**config.mk**
```make
export PLATFORM = sky130hd
export DESIGN_NAME = sdram_port_arbiter
export DESIGN_NICKNAME = d
export VERILOG_FILES = /design/src/rtl/sdram_ctrl_pkg.sv /design/src/rtl/sdram_rr_picker.sv /design/src/rtl/sdram_port_arbiter.sv
export SDC_FILE = /design/constraint.sdc
export NUM_CORES = 1
export LEC_CHECK = 0
export BUFFER_PORTS_ARGS = -buffer_cell sky130_fd_sc_hd__buf_2
export CAP_MARGIN = 20
export CORE_MARGIN = 2
export CORE_UTILIZATION = 56
export CTS_CLUSTER_DIAMETER = 50
export DETAILED_ROUTE_END_ITERATION = 8
export HOLD_SLACK_MARGIN = 0.1
export PLACE_DENSITY = 0.95
export SYNTH_ARGS = -nofsm -noshare
export SYNTH_HDL_FRONTEND = slang
export SYNTH_HIERARCHICAL = 1
export SYNTH_SLANG_ARGS = --single-unit
```
**constraint.sdc**
```tcl
create_clock -name clk_i -period 8.39 [get_ports clk_i]
set_clock_uncertainty 0.1 [all_clocks]
set_input_delay 1.2585 -clock clk_i [delete_from_list [all_inputs] [get_ports clk_i]]
set_output_delay 1.2585 -clock clk_i [all_outputs]
set_load 0.01 [all_outputs]
```
**src/rtl/sdram_ctrl_pkg.sv**
```systemverilog
// rtl/sdram_ctrl_pkg.sv - shared types and helpers for the SDRAM controller port arbiter
package sdram_ctrl_pkg;

    typedef enum logic {
        ARB_IDLE  = 1'b0,
        ARB_GRANT = 1'b1
    } arb_state_t;

    localparam int ARB_TIERS = 4;

    // Binary index of a one-hot vector of up to 16 ports (0 when empty).
    function automatic int onehot2bin(input logic [15:0] oh);
        int b;
        b = 0;
        for (int i = 0; i < 16; i++) begin
            if (oh[i]) begin
                b = b | i;
            end
        end
        return b;
    endfunction

endpackage

```
**src/rtl/sdram_rr_picker.sv**
```systemverilog
// rtl/sdram_rr_picker.sv - first set request at or after rr_ptr, with wrap-around
module sdram_rr_picker #(
    parameter int PORTS = 4
) (
    input  logic [PORTS-1:0]         req,
    input  logic [$clog2(PORTS)-1:0] rr_ptr,
    output logic [PORTS-1:0]         pick,
    output logic                     found
);

    localparam int IW = $clog2(PORTS);

    // Walk the ports starting at rr_ptr and keep only the first requester.
    always_comb begin
        logic [IW-1:0] idx;
        pick  = '0;
        found = 1'b0;
        idx   = '0;
        for (int i = 0; i < PORTS; i++) begin
            idx = IW'((int'(rr_ptr) + i) % PORTS);
            if (!found && req[idx]) begin
                pick[idx] = 1'b1;
                found     = 1'b1;
            end
        end
    end

endmodule

```
**src/rtl/sdram_port_arbiter.sv**
```systemverilog
// rtl/sdram_port_arbiter.sv - N-port tiered arbiter feeding the SDRAM scheduler (row-hit tier: SDRAM_ARB_ROWHIT_EN)
module sdram_port_arbiter
    import sdram_ctrl_pkg::*;
#(
    parameter int PORTS     = 4,
    parameter int CTRL_PORT = 0,
    parameter int BA_SIZE   = 2,
    parameter int MAX_RSIZE = 13,
    parameter int AGE_LIMIT = 64
) (
    input  logic                                   clk_i,
    input  logic                                   rst_i,
    input  logic                                   ena_i,
    input  logic [PORTS-1:0]                       rdreq_i,
    input  logic [PORTS-1:0]                       wrreq_i,
    input  logic [PORTS-1:0]                       wbr_i,
    input  logic [PORTS-1:0][BA_SIZE-1:0]          ba_i,
    input  logic [PORTS-1:0][MAX_RSIZE-1:0]        row_i,
    input  logic [(2**BA_SIZE)-1:0]                bank_open_i,
    input  logic [(2**BA_SIZE)-1:0][MAX_RSIZE-1:0] open_row_i,
    input  logic                                   done_i,
    output logic                                   gnt_vld_o,
    output logic [PORTS-1:0]                       gnt_o,
    output logic [$clog2(PORTS)-1:0]               gnt_id_o,
    output logic                                   gnt_wr_o
);

    localparam int IDW = $clog2(PORTS);
    localparam int AW  = $clog2(AGE_LIMIT + 1);
    localparam logic [PORTS-1:0] CTRL_MASK = PORTS'(1) << CTRL_PORT;

    arb_state_t                            state;
    logic [IDW-1:0]                        rr_ptr;
    logic [PORTS-1:0][AW-1:0]              age;
    logic [PORTS-1:0]                      req;
    logic [PORTS-1:0]                      elig;
    logic [PORTS-1:0]                      hit;
    logic [ARB_TIERS-1:0][PORTS-1:0]       tier_req;
    logic [ARB_TIERS-1:0][PORTS-1:0]       tier_pick;
    logic [ARB_TIERS-1:0]                  tier_found;
    logic [PORTS-1:0]                      win_oh;
    logic                                  win_any;
    logic [IDW-1:0]                        win_id;
    logic [IDW-1:0]                        rr_next;
    logic [15:0]                           win_oh16;
    logic                                  grant_now;

    assign req  = rdreq_i | wrreq_i;
    assign elig = ena_i ? req : (req & CTRL_MASK);

`ifdef SDRAM_ARB_ROWHIT_EN
    // A request hits when its bank is open on the same row it wants.
    always_comb begin
        hit = '0;
        for (int p = 0; p < PORTS; p++) begin
            hit[p] = bank_open_i[ba_i[p]] && (open_row_i[ba_i[p]] == row_i[p]);
        end
    end
`else
    logic unused_rowhit;
    assign hit           = '0;
    assign unused_rowhit = ^{ba_i, row_i, bank_open_i, open_row_i};
`endif

    // Build the candidate set of each tier, highest priority first.
    always_comb begin
        tier_req = '0;
        for (int p = 0; p < PORTS; p++) begin
            tier_req[0][p] = elig[p] && (age[p] == AW'(AGE_LIMIT));
        end
        tier_req[1] = elig & wbr_i & wrreq_i;
        tier_req[2] = elig & hit;
        tier_req[3] = elig;
    end

    for (genvar t = 0; t < ARB_TIERS; t++) begin : g_tier
        sdram_rr_picker #(.PORTS(PORTS)) u_pick (
            .req    (tier_req[t]),
            .rr_ptr (rr_ptr),
            .pick   (tier_pick[t]),
            .found  (tier_found[t])
        );
    end

    // The first tier with any candidate supplies the winner.
    always_comb begin
        win_oh  = '0;
        win_any = 1'b0;
        for (int t = 0; t < ARB_TIERS; t++) begin
            if (!win_any && tier_found[t]) begin
                win_oh  = tier_pick[t];
                win_any = 1'b1;
            end
        end
        win_oh16              = '0;
        win_oh16[PORTS-1:0]   = win_oh;
    end

    assign win_id    = IDW'(onehot2bin(win_oh16));
    assign rr_next   = (win_id == IDW'(PORTS - 1)) ? '0 : win_id + IDW'(1);
    assign grant_now = (state == ARB_IDLE) && win_any;

    // Grant FSM: register the winner in IDLE, hold it until the scheduler reports done.
    always_ff @(posedge clk_i or posedge rst_i) begin
        if (rst_i) begin
            state     <= ARB_IDLE;
            rr_ptr    <= '0;
            gnt_vld_o <= 1'b0;
            gnt_o     <= '0;
            gnt_id_o  <= '0;
            gnt_wr_o  <= 1'b0;
        end else begin
            case (state)
                ARB_IDLE: begin
                    if (win_any) begin
                        state     <= ARB_GRANT;
                        rr_ptr    <= rr_next;
                        gnt_vld_o <= 1'b1;
                        gnt_o     <= win_oh;
                        gnt_id_o  <= win_id;
                        gnt_wr_o  <= |(win_oh & wrreq_i);
                    end
                end
                ARB_GRANT: begin
                    if (done_i) begin
                        state     <= ARB_IDLE;
                        gnt_vld_o <= 1'b0;
                        gnt_o     <= '0;
                        gnt_id_o  <= '0;
                        gnt_wr_o  <= 1'b0;
                    end
                end
                default: state <= ARB_IDLE;
            endcase
        end
    end

    // Per-port waiting time: grows while a request is pending and not being served.
    always_ff @(posedge clk_i or posedge rst_i) begin
        if (rst_i) begin
            age <= '0;
        end else begin
            for (int p = 0; p < PORTS; p++) begin
                if (!req[p]) begin
                    age[p] <= '0;
                end else if (grant_now && win_oh[p]) begin
                    age[p] <= '0;
                end else if (gnt_vld_o && gnt_o[p]) begin
                    age[p] <= age[p];
                end else if (age[p] != AW'(AGE_LIMIT)) begin
                    age[p] <= age[p] + AW'(1);
                end
            end
        end
    end

endmodule

```
== Word-level counts from Yosys, hierarchy flattened ==
Index checks and enable logic that the tools add are counted.
Widths: inputs -> output; s select.

* Register bits after elaboration: 39
* Bits in latches: 0
* RAM bits: 0
* Memory bits (read-only): 0
* Bits of input ports: 132
* Output and inout bits: 8
* Word-level logic and storage cells: 231
* Memories kept: 0

* Add/subtract/negate cells: 8
* Multiply operators: 0
* Div/mod/pow operators: 0
* $lt $le $gt $ge: 8
* Equal/unequal tests: 19
* Shift operators: 0
* Multiplexer cells: 115
* Bitwise logic cells: 17
* Reductions and logical operators: 54

{| class="wikitable"
|+ Operators by type and width
! kind !! number
|-
| $mux 7 || 16
|-
| $mux 4 || 23
|-
| $or 4x4->4 || 13
|-
| $mux 1 || 46
|-
| $bmux 1 s2 || 16
|-
| $logic_and 1x1->1 || 32
|-
| $add 7x1->7 const B || 4
|-
| $eq 7x7->1 const B || 4
|-
| $ne 7x7->1 const B || 4
|-
| $logic_not 1->1 || 15
|-
| $and 4x4->4 || 3
|-
| $lt 2x3->1 const B || 4
|-
| $ne 3x1->1 const B || 4
|-
| $ne 3x3->1 const B || 4
|-
| $reduce_and 2->1 || 6
|-
| $mux 2 || 5
|-
| $demux 1 s2 || 4
|-
| $ge 2x1->1 const B || 4
|-
| $pmux 4 s2 || 1
|-
| $pmux 1 s2 || 3
|-
| $add 2x1->2 const B || 2
|-
| $add 2x2->2 const B || 2
|-
| $ne 2x2->1 const B || 2
|-
| $pmux 2 s2 || 1
|-
| 3 further kinds || 3
|}

== Longest topological paths before layout ==
Gate-level depths: netlist of the first run.

* Depth in word-level cells: 30
* Gate-level depth with buffers: 14
* Gate-level depth less buffers: 14

== Modules after synthesis ==
The synthesis of the first run kept the hierarchy.

{| class="wikitable"
|+ By module, submodules not included
! module !! instances !! cells each !! area each (sq um) !! sequential area each (sq um)
|-
| sdram_port_arbiter || 1 || 233 || 2207.1 || 975.9
|-
| sdram_rr_picker (g_tier[0].u_pick ...) || 3 || 62 || 508.0 || 0.0
|-
| sdram_rr_picker (g_tier[3].u_pick) || 1 || 62 || 494.2 || 0.0
|}

== Least setup slack after synthesis of the first run ==
No wires, ideal clock.

* Kind: input -> register
* Start point: in wrreq_i[0]
* End point: reg gnt_wr_o
* Setup time: 138 ps
* Data arrival time: 3442 ps
* Data required time: 8152 ps
* Setup slack: 4711 ps
* Stages: 9
* Path buffers: 0
* Path through: or2_2 nor2b_1 mux4_2 a2111oi_2 o2bb2ai_1 nand2b_1 a22oi_1 a2bb2oi_1 o221ai_1

{| class="wikitable"
|+ RTL lines
! what !! line !! source
|-
| start, declared || sdram_port_arbiter.sv:15 || <nowiki>input logic [PORTS-1:0] wrreq_i,</nowiki>
|-
| end signal, assigned || sdram_port_arbiter.sv:121 || <nowiki>gnt_wr_o <= |(win_oh & wrreq_i);</nowiki>
|-
| end, declared || sdram_port_arbiter.sv:25 || <nowiki>output logic gnt_wr_o</nowiki>
|}

==> results by group, run 1 <==
Run status
  – Status: finished, final reports clean

Synth
  – Cell taking the most area after synthesis: dfrtp_1
  – Synth Flop Type: dfrtp_1
  – Asr flop ratio synth: 100.0%
  – #FFs+latches synth: 39
  – EDFF count, synth: 0
  – Count of cell types in the netlist: 59
  – Seq/Total Area, Yosys: 23.10%
  – Netlist area before placement: 4225 um2
  – Synth top area share: 23.10%
  – Syn_area_per_cell: 8.784 um2
  – Yosys warns: 6
  – Cells after Synth: 481
  – Synth area leaders: dfrtp_1 (23%), ha_1 (9.5%), mux2i_1 (5.7%)

Timing
  – Final Hold Vio Count: 0
  – Setup TNS Final: 0 ps
  – RSZ-0062 raised after global routing: false
  – Final Cycle Share: 50.27%
  – Max Slew Vio Count: 0
  – Relative slew margins: 46.03%
  – Final min period: 4218 ps
  – # setup viols final: 0
  – Fmax: 237.1 MHz
  – Worst Tran Pin Value: 809.6 ps

Pwr
  – Cell internal pwr: 0.6698 mW
  – Clk pwr share: 12.4%
  – Pleak: 1.984 nW
  – Net Sw Frac: 49.31%
  – Pwr/cell area: 291.3 nW/um2
  – Flop pwr share: 22.5%
  – Switch Pwr: 0.6517 mW
  – Maximum VDD drop: 0.1463 mV
  – Combinational Power Share: 65.1%

Hold path
  – Hold Startpoint: gnt_id_o[0]$_DFFE_PP0P_
  – HP Class: register to register
  – Worst hold path depth: 2
  – Min-Delay Endpoint: gnt_id_o[0]$_DFFE_PP0P_

Clocking
  – Cts repair resizes: 0
  – CTS tree: done
  – Clock Tree Buf Depth: 2
  – H-tree levels: 2
  – Sink Count: 39
  – Clk root buf: clkbuf_8
  – Reg clk slew, reported paths: 90 ps
  – Skew-Pair Late Insertion Delay: 300 ps
  – CTS buffer count: 5
  – Cts hold-fix bufs: 0
  – Post-CTS setup buffer count: 0

Final layout
  – Area delta synth->final: 7.373%
  – Post-layout nets: 679
  – Fill cells: 571
  – N_diodes: 0
  – Share of layout cells above drive strength 1: 15.50%
  – Layout Utilization: 62.22%

Floorplan
  – Num ports: 140
  – Row Count: 31
  – CORE AREA: 7292 um2
  – Initial Util: 57.94%
  – Die ar.: 8256 um2
  – Die X: 90.87 um
  – Die Height: 90.87 um

Drt
  – Via density per instance: 6.255
  – Post-route DRC: 0
  – Final ANT Viol Nets: 0
  – Total vias in the final route: 3,847
  – Wire per inst: 16.88 um
  – Drt total wl: 10,380 um
  – First-pass iteration count of the detailed router: 6
  – DR iter-0 viols: 511

Placed design
  – GPL Wtd Cong: 1.029
  – DPL Wire Length: 7492 um
  – IO Port Bufs: 23

Worst setup path
  – Crit-path cells: buf_2 > or2_2 > nor2b_1 > mux2i_1 > mux2_2 > a2111oi_2 > o2bb2ai_1 > nand2b_1 > a22oi_1 > a2bb2oi_1 > o221ai_1
  – Crit Path Max Fanout: 11
  – Slowest cell on the critical path: nor2b_1
  – Worst r2r path cells: 12
  – Crit-path max cell delay: 640 ps
  – CP required: 8450 ps
  – Critical path class: primary input to register
  – Nature of the critical path endpoint: register
  – Reg-to-Reg Start: rr_ptr[0]$_DFFE_PP0N_
  – Critical Path Start: wrreq_i[0]
  – Critical Path Start Type: primary input
  – Worst Path Arrival: 4280 ps
  – RR Endpoint: gnt_wr_o$_DFFE_PP0P_
  – R2r setup slk: 4450 ps

Global route
  – Total gr overflow: 0
  – GRT Util Overall: 25.38%
  – Initial antenna violation count: 0
  – Global-route wire length before repair: 17,580 um
  – Vias in the first global route: 3,731
  – Pin count of the biggest net entering global routing: 89

Run
  – Max Cap Viol: 0
[sequential cells by signal (all words and copies together), names as in the netlist]
register	count
age	28
gnt_wr_o	1
gnt_id_o	2
rr_ptr	2
gnt_vld_o	1
gnt_o	4
state	1
[layout by cell type (no fill, tap or decap), types with 5 or more instances in the layout]
cell / instances
nor2_1: 55
nand2_1: 41
dfrtp_1: 38
ha_1: 32
conb_1: 25
mux2i_1: 24
o22ai_1: 24
inv_1: 23
buf_2: 23
nand2b_1: 21
xor2_1: 20
o2bb2ai_1: 16
nand4_1: 14
and3_1: 12
mux2_2: 12
nand3b_1: 8
a21oi_1: 8
nand3_1: 8
a211oi_1: 8
o21ai_2: 6
a221oi_2: 6
a2111oi_2: 6
xnor2_1: 5
clkbuf_8: 5
a31o_1: 5
[kinds of logic after synthesis]
logic type,count (synthesis),synth area share [%]
multiplexers,40,11.02
adder cells (fa/ha/maj),32,9.476
other,1,0.08875
buffers and inverters,47,5.833
AND/OR/NAND/NOR,200,25.76
AO/OA/AOI/OAI,97,19.54
XOR/XNOR,25,5.182
flip-flops,39,23.10
[power groups by stage]
| stage | sequential, mW | clock [mW] | combinational (mW) |
|---|---|---|---|
| 6_report | 0.297 | 0.163 | 0.861 |
| 2_1_floorplan | 0.311 | 0 | 0.678 |
| 3_5_place_dp | 0.297 | 0 | 0.816 |
| 5_1_grt | 0.303 | 0.172 | 0.946 |
| 4_1_cts | 0.295 | 0.162 | 0.827 |
| 3_3_place_gp | 0.293 | 0 | 0.773 |
[cell usage after synthesis (all sizes together), types with 8 or more instances]
cell type and n:
a211oi 8, a21oi 8, and3 12, buf 18
dfrtp 39, ha 32, inv 24, mux2 12
mux2i 24, nand2 41, nand2b 21, nand3 9
nand3b 8, nand4 14, nor2 55, o21ai 9
o22ai 24, o2bb2ai 16, xor2 20
[area by class of cell]
type / instances / area, um2 / area share [%]
multi-input cells: 419 / 3093 / 68.17
inverters: 24 / 90.09 / 1.986
clock buffers: 5 / 68.82 / 1.517
flip-flops and latches: 39 / 977.2 / 21.54
repair buffers: 26 / 137.6 / 3.034
clock inverters: 3 / 46.29 / 1.020
well taps: 99 / 123.9 / 2.730
[routing by layer]
layer	part of all wire [%]	track usage, %	vias up
met4	2.9	9.217	0
met2	51	45.58	167
met1	41	31.23	1831
met3	4.7	3.005	42
met5	0	0	-
li1	-	-	1807
[through the flow]
step                      total power [mW]  std cells  hold WS [ps]  cell area [um2]  worst slack, ps
after global placement               1.066        607         378.6             4422             4054
after global routing                 1.421        615         448.2             4537             4044
after CTS                            1.285        615         414.4             4537             4255
final                                1.322        615         421.5             4537             4172
after floorplan                     0.9884        505         396.3             4315             4711
after detailed placement             1.114        607         384.2             4422             3963
[how the worst max path moves through the flow]
stage	to	slack [ps]
6_report	gnt_wr_o$_DFFE_PP0P_	4170
3_5_place_dp	gnt_wr_o$_DFFE_PP0P_	3960
3_3_place_gp	gnt_wr_o$_DFFE_PP0P_	4050
5_1_grt	gnt_wr_o$_DFFE_PP0P_	4040
4_1_cts	gnt_wr_o$_DFFE_PP0P_	4250
2_1_floorplan	gnt_wr_o$_DFFE_PP0P_	4710
[worst max-delay path: cells and delay by family]
family                 cells  cell delay (ps)
AND/OR/NAND/NOR            3             1060
multiplexers               2              660
AO/OA/AOI/OAI              5             1200
buffers and inverters      1              110
Power figures use the tool's default switching activity.
==> run 2, diff against run 1 <==
CORE_UTILIZATION = 52   (was 56)
PLACE_DENSITY = 0.91   (was 0.95)
clock period = 4.1 ns   (was 8.39 ns; I/O delays follow)
==> results by group, run 2 (synthesis results as in run 1) <==
Run status
  – Status: finished, final reports clean

Clocking
  – Post-CTS setup buffer count: 0 (unchanged)
  – Sink Count: 39 (unchanged)
  – CTS tree: done
  – Skew-Pair Late Insertion Delay: 310 ps (about the same)
  – Cts repair resizes: 0 (unchanged)
  – Cts hold-fix bufs: 0 (unchanged)
  – Clock Tree Buf Depth: 2 (unchanged)
  – Reg clk slew, reported paths: 90 ps (about the same)
  – H-tree levels: 2 (unchanged)
  – Clk root buf: clkbuf_8
  – CTS buffer count: 5 (unchanged)

Pwr
  – Pleak: 1.999 nW (+0.75%)
  – Pwr/cell area: 587.8 nW/um2 (+100%)
  – Maximum VDD drop: 0.3623 mV (+150%)

Timing
  – # setup viols final: 0 (unchanged)
  – Setup TNS Final: 0 ps (unchanged)
  – RSZ-0062 raised after global routing: false
  – Final min period: 3616 ps
  – Worst Tran Pin Value: 491.7 ps (-318.0 ps)
  – Fin Hold WS: 303.0 ps (-118.6 ps)
  – Fmax: 276.5 MHz
  – Max Slew Vio Count: 0 (unchanged)
  – Final Cycle Share: 88.21%
  – Relative slew margins: 66.76% (+21 points)
  – Final Hold Vio Count: 0 (unchanged)

Worst setup path
  – Critical Path Start Type: register
  – RR Endpoint: gnt_wr_o$_DFFE_PP0P_
  – Worst Path Arrival: 3710 ps (-570 ps)
  – R2r setup slk: 480 ps (-3970 ps)
  – Reg-to-Reg Start: age[0]$_DFFE_PP0P_
  – Critical path class: register to register
  – Crit Path Max Fanout: 8 (-3)
  – Nature of the critical path endpoint: register
  – CP required: 4190 ps (-4260 ps)
  – Worst r2r path cells: 13 (+1)

Placed design
  – DPL Wire Length: 7218 um (-3.7%)
  – IO Port Bufs: 23 (unchanged)
  – GPL Wtd Cong: 0.9611 (-6.6%)

Hold path
  – HP Class: primary input to async pin

Final layout
  – Post-layout nets: 681 (+0.29%)
  – Most frequent cells in the layout: nor2_1 (55), nand2_1 (41), dfrtp_1 (38)
  – Commonest non-fill, non-tap cell in the layout: nor2_1
  – Largest register FFs: 28 (unchanged)
  – Top Registers: age (28), gnt_o (4)
  – N_diodes: 0 (unchanged)
  – Most flops, register: age
  – Share of layout cells above drive strength 1: 16.02% (+0.52 points)
  – Fill cells: 649 (+14%)
  – Area delta synth->final: 7.818%
  – Layout Utilization: 58.35% (-3.9 points)

Global route
  – Pin count of the biggest net entering global routing: 51 (-43%)
  – Vias in the first global route: 3,658 (-2.0%)
  – Global-route wire length before repair: 16,790 um (-4.5%)
  – Initial antenna violation count: 0 (unchanged)
  – Total gr overflow: 0 (unchanged)
  – GRT Util Overall: 22.86% (-2.5 points)

Run
  – Max Cap Viol: 0 (unchanged)

Drt
  – First-pass iteration count of the detailed router: 7 (+1)
  – DR iter-0 viols: 217 (-58%)
  – Post-route DRC: 0 (unchanged)
  – Final ANT Viol Nets: 0 (unchanged)
  – Via density per instance: 6.076 (-2.9%)
  – Drt total wl: 9806 um (-5.5%)
  – Wire per inst: 15.82 um (-6.3%)
  – Total vias in the final route: 3,767 (-2.1%)

Floorplan
  – Die X: 94.14 um (+3.6%)
  – Die ar.: 8862 um2 (+7.3%)
  – Initial Util: 54.12% (-3.8 points)
  – CORE AREA: 7807 um2 (+7.1%)
  – Die Height: 94.14 um (+3.6%)
  – Num ports: 140 (unchanged)
  – Row Count: 32 (+3.2%)
run 2: power breakdown:
part | internal [mW] | switching [mW] | total, mW
sequential | 0.491 | 0.149 | 0.640
clock | 0.181 | 0.150 | 0.332
combinational | 0.705 | 1.00 | 1.71
total | 1.38 | 1.30 | 2.68
run 2: layer usage:
| layer | up-vias | GRT usage (%) | part of all wire [%] |
|---|---|---|---|
| met5 | - | 0 | 0 |
| met4 | 0 | 6.280 | 1.4 |
| met3 | 17 | 3.371 | 4.0 |
| met2 | 103 | 38.63 | 51 |
| met1 | 1843 | 30.43 | 44 |
| li1 | 1804 | - | - |
run 2: critical path, cell delays in order (launching register included):
cell and delay [ps]:
dfrtp_1 430, inv_1 100, ha_1 150, nor4b_1 220, nand3b_1 230, nor2b_2 390
mux2i_1 200, mux2_2 350, a2111oi_2 320, o2bb2ai_1 130, nand2b_1 150, a22oi_1 420
a2bb2oi_1 190, o221ai_1 120
run 2: how the worst max path moves through the flow:
stage                                      from  depth (start not counted)                    to
after global routing         age[0]$_DFFE_PP0P_                         13  gnt_wr_o$_DFFE_PP0P_
final                        age[0]$_DFFE_PP0P_                         13  gnt_wr_o$_DFFE_PP0P_
after global placement       age[0]$_DFFE_PP0P_                         13  gnt_wr_o$_DFFE_PP0P_
after floorplan           rr_ptr[0]$_DFFE_PP0N_                         13  gnt_wr_o$_DFFE_PP0P_
after detailed placement     age[0]$_DFFE_PP0P_                         13  gnt_wr_o$_DFFE_PP0P_
after CTS                    age[0]$_DFFE_PP0P_                         13  gnt_wr_o$_DFFE_PP0P_
run 2: cell type report:
class                           count  area, um2  share of cell area [%]
Tap cell                          102      127.6                   2.801
Inverter                           24      90.09                   1.977
Multi-Input combinational cell    419       3095                   67.95
Sequential cell                    39      977.2                   21.45
Timing Repair Buffer               28      152.6                   3.351
Clock buffer                        5      68.82                   1.511
Clock inverter                      3      43.79                  0.9613
run 2: per-stage QoR:
step | setup slack, ps | std cells | area, um2 | total power, mW
after floorplan | 800.0 | 505 | 4315 | 2.023
after detailed placement | 294.6 | 612 | 4441 | 2.279
after CTS | 284.8 | 620 | 4553 | 2.617
final | 483.6 | 620 | 4556 | 2.678
after global placement | 458.1 | 612 | 4441 | 2.191
after global routing | 238.6 | 620 | 4556 | 2.891
==> run 3, diff against run 2 <==
PLACE_DENSITY = 0.89   (was 0.91)
==> results by group, run 3 (synthesis results as in run 1) <==
Run status
  – Status: finished, final reports clean

Drt
  – Post-route DRC: 0 (unchanged)
  – Via density per instance: 5.960 (-1.9%)
  – Total vias in the final route: 3,695 (-1.9%)
  – Final ANT Viol Nets: 0 (unchanged)
  – First-pass iteration count of the detailed router: 4 (-3)
  – Wire per inst: 15.49 um (-2.1%)
  – Drt total wl: 9604 um (-2.1%)
  – DR iter-0 viols: 189 (-13%)

Clocking
  – Clock Tree Buf Depth: 2 (unchanged)
  – Post-CTS setup buffer count: 0 (unchanged)
  – Clk root buf: clkbuf_8
  – Sink Count: 39 (unchanged)
  – CTS tree: done
  – CTS buffer count: 5 (unchanged)
  – Reg clk slew, reported paths: 80 ps (about the same)
  – H-tree levels: 2 (unchanged)
  – Cts hold-fix bufs: 0 (unchanged)
  – Cts repair resizes: 0 (unchanged)
  – Skew-Pair Late Insertion Delay: 290 ps (-20 ps)

Global route
  – Global-route wire length before repair: 16,150 um (-3.8%)
  – Initial antenna violation count: 0 (unchanged)
  – GRT Util Overall: 22.16% (-0.71 points)
  – Total gr overflow: 0 (unchanged)
  – Vias in the first global route: 3,543 (-3.1%)
  – Pin count of the biggest net entering global routing: 44 (-14%)

Worst setup path
  – Crit-path max cell delay: 430 ps (about the same)
  – Critical Path Start Type: register
  – Worst Path Buf+Inv: 1 (unchanged)
  – Nature of the critical path endpoint: register
  – Worst Path Arrival: 3650 ps (-60 ps)
  – CP required: 4170 ps (-20 ps)
  – CP delay by family, top: compound AO/OA/AOI/OAI gates
  – Critical Path Start: age[0]$_DFFE_PP0P_
  – Reg-to-Reg Start: age[0]$_DFFE_PP0P_
  – Slowest cell on the critical path: dfrtp_1
  – Crit-path cells: inv_1 > ha_1 > nor4b_1 > nand3b_1 > nor2b_2 > mux2i_1 > mux2_2 > a2111oi_2 > o2bb2ai_1 > nand2b_1 > a22oi_1 > a2bb2oi_1 > o221ai_1
  – Crit Path Max Fanout: 8 (unchanged)
  – Critical path class: register to register

Timing
  – Final min period: 3580 ps (-36.32 ps)
  – Setup TNS Final: 0 ps (unchanged)
  – RSZ-0062 raised after global routing: false
  – Fin Hold WS: 334.6 ps (+31.62 ps)
  – Max Slew Vio Count: 0 (unchanged)
  – Final Cycle Share: 87.32% (-0.89 points)
  – # setup viols final: 0 (unchanged)
  – Final Hold Vio Count: 0 (unchanged)
  – Fmax: 279.3 MHz (+1.0%)

Placed design
  – Placed Area: 4441 um2 (unchanged)
  – DPL Wire Length: 7192 um (-0.35%)
  – IO Port Bufs: 23 (unchanged)
  – GPL Wtd Cong: 0.9342 (-2.8%)

Pwr
  – Pwr/cell area: 585.2 nW/um2 (-0.44%)
  – Pleak: 1.999 nW (unchanged)
  – Maximum VDD drop: 0.3728 mV (+2.9%)

Hold path
  – HP Class: primary input to async pin

Floorplan
  – Die Height: 94.14 um (unchanged)
  – Row Count: 32 (unchanged)
  – Die ar.: 8862 um2 (unchanged)
  – Initial Util: 54.12% (unchanged)
  – Die X: 94.14 um (unchanged)
  – CORE AREA: 7807 um2 (unchanged)
  – Num ports: 140 (unchanged)

Final layout
  – N_diodes: 0 (unchanged)
  – Most flops, register: age
  – Share of layout cells above drive strength 1: 16.02% (unchanged)
  – Top Registers: age (28), gnt_o (4)
  – Layout Utilization: 58.35% (unchanged)
  – Finished Cell Area: 4556 um2 (unchanged)
  – Commonest non-fill, non-tap cell in the layout: nor2_1
  – Post-layout nets: 681 (unchanged)
  – Most frequent cells in the layout: nor2_1 (55), nand2_1 (41), dfrtp_1 (38)
  – Area delta synth->final: 7.818% (unchanged)
  – Largest register FFs: 28 (unchanged)

Run
  – Max Cap Viol: 0 (unchanged)
==> run 3: cell counts in the layout (fill, tap and decap cells not counted) <==
Identical to the previous run, type by type.
==> run 3: where the power goes <==
| part | internal (mW) | switching [mW] | total [mW] | leakage, nW |
|---|---|---|---|---|
| clock network | 0.181 | 0.139 | 0.320 | 0.0581 |
| logic | 0.705 | 1.00 | 1.71 | 1.43 |
| registers | 0.491 | 0.147 | 0.638 | 0.515 |
==> run 3: layout make-up <==
cell class | instances | area, um2
fill | 655 | 3252
multi-input combinational | 419 | 3095
sequential | 39 | 977.2
timing repair buffer | 28 | 152.6
tap | 102 | 127.6
inverter | 24 | 90.09
clock buffer | 5 | 68.82
clock inverter | 3 | 43.79
==> run 3: final timing paths <==
check                                          end  slack, ps  cells past startpoint
setup reg to reg              gnt_wr_o$_DFFE_PP0P_        520                     13
setup / recovery              gnt_wr_o$_DFFE_PP0P_        520                     13
hold / removal                 age[22]$_DFFE_PP0P_        330                      3
max in group asynchronous    rr_ptr[0]$_DFFE_PP0N_       3200                      3
min in group clk_i         gnt_id_o[0]$_DFFE_PP0P_        400                      2
hold reg to reg            gnt_id_o[0]$_DFFE_PP0P_        400                      2
==> run 3: layer usage <==
layer	routed length, um	vias to the layer above	track usage [%]
li1	-	1813	-
met1	4205	1754	28.18
met2	4833	103	39.29
met3	361	25	3.531
met4	204	0	5.072
met5	0	-	0
==> run 3: through the flow <==
| stage | setup WS [ps] | std cells | power, mW |
|---|---|---|---|
| 2_1_floorplan | 800.0 | 505 | 2.023 |
| 4_1_cts | 304.9 | 620 | 2.620 |
| 3_3_place_gp | 429.5 | 612 | 2.207 |
| 5_1_grt | 214.1 | 620 | 2.885 |
| 6_report | 519.9 | 620 | 2.666 |
| 3_5_place_dp | 309.3 | 612 | 2.287 |
==> run 3: worst register-to-register path, stage by stage (launching register included) <==
cell,delay (ps)
dfrtp_1,430
inv_1,110
ha_1,140
nor4b_1,210
nand3b_1,210
nor2b_2,390
mux2i_1,200
mux2_2,350
a2111oi_2,310
o2bb2ai_1,120
nand2b_1,150
a22oi_1,410
a2bb2oi_1,200
o221ai_1,130
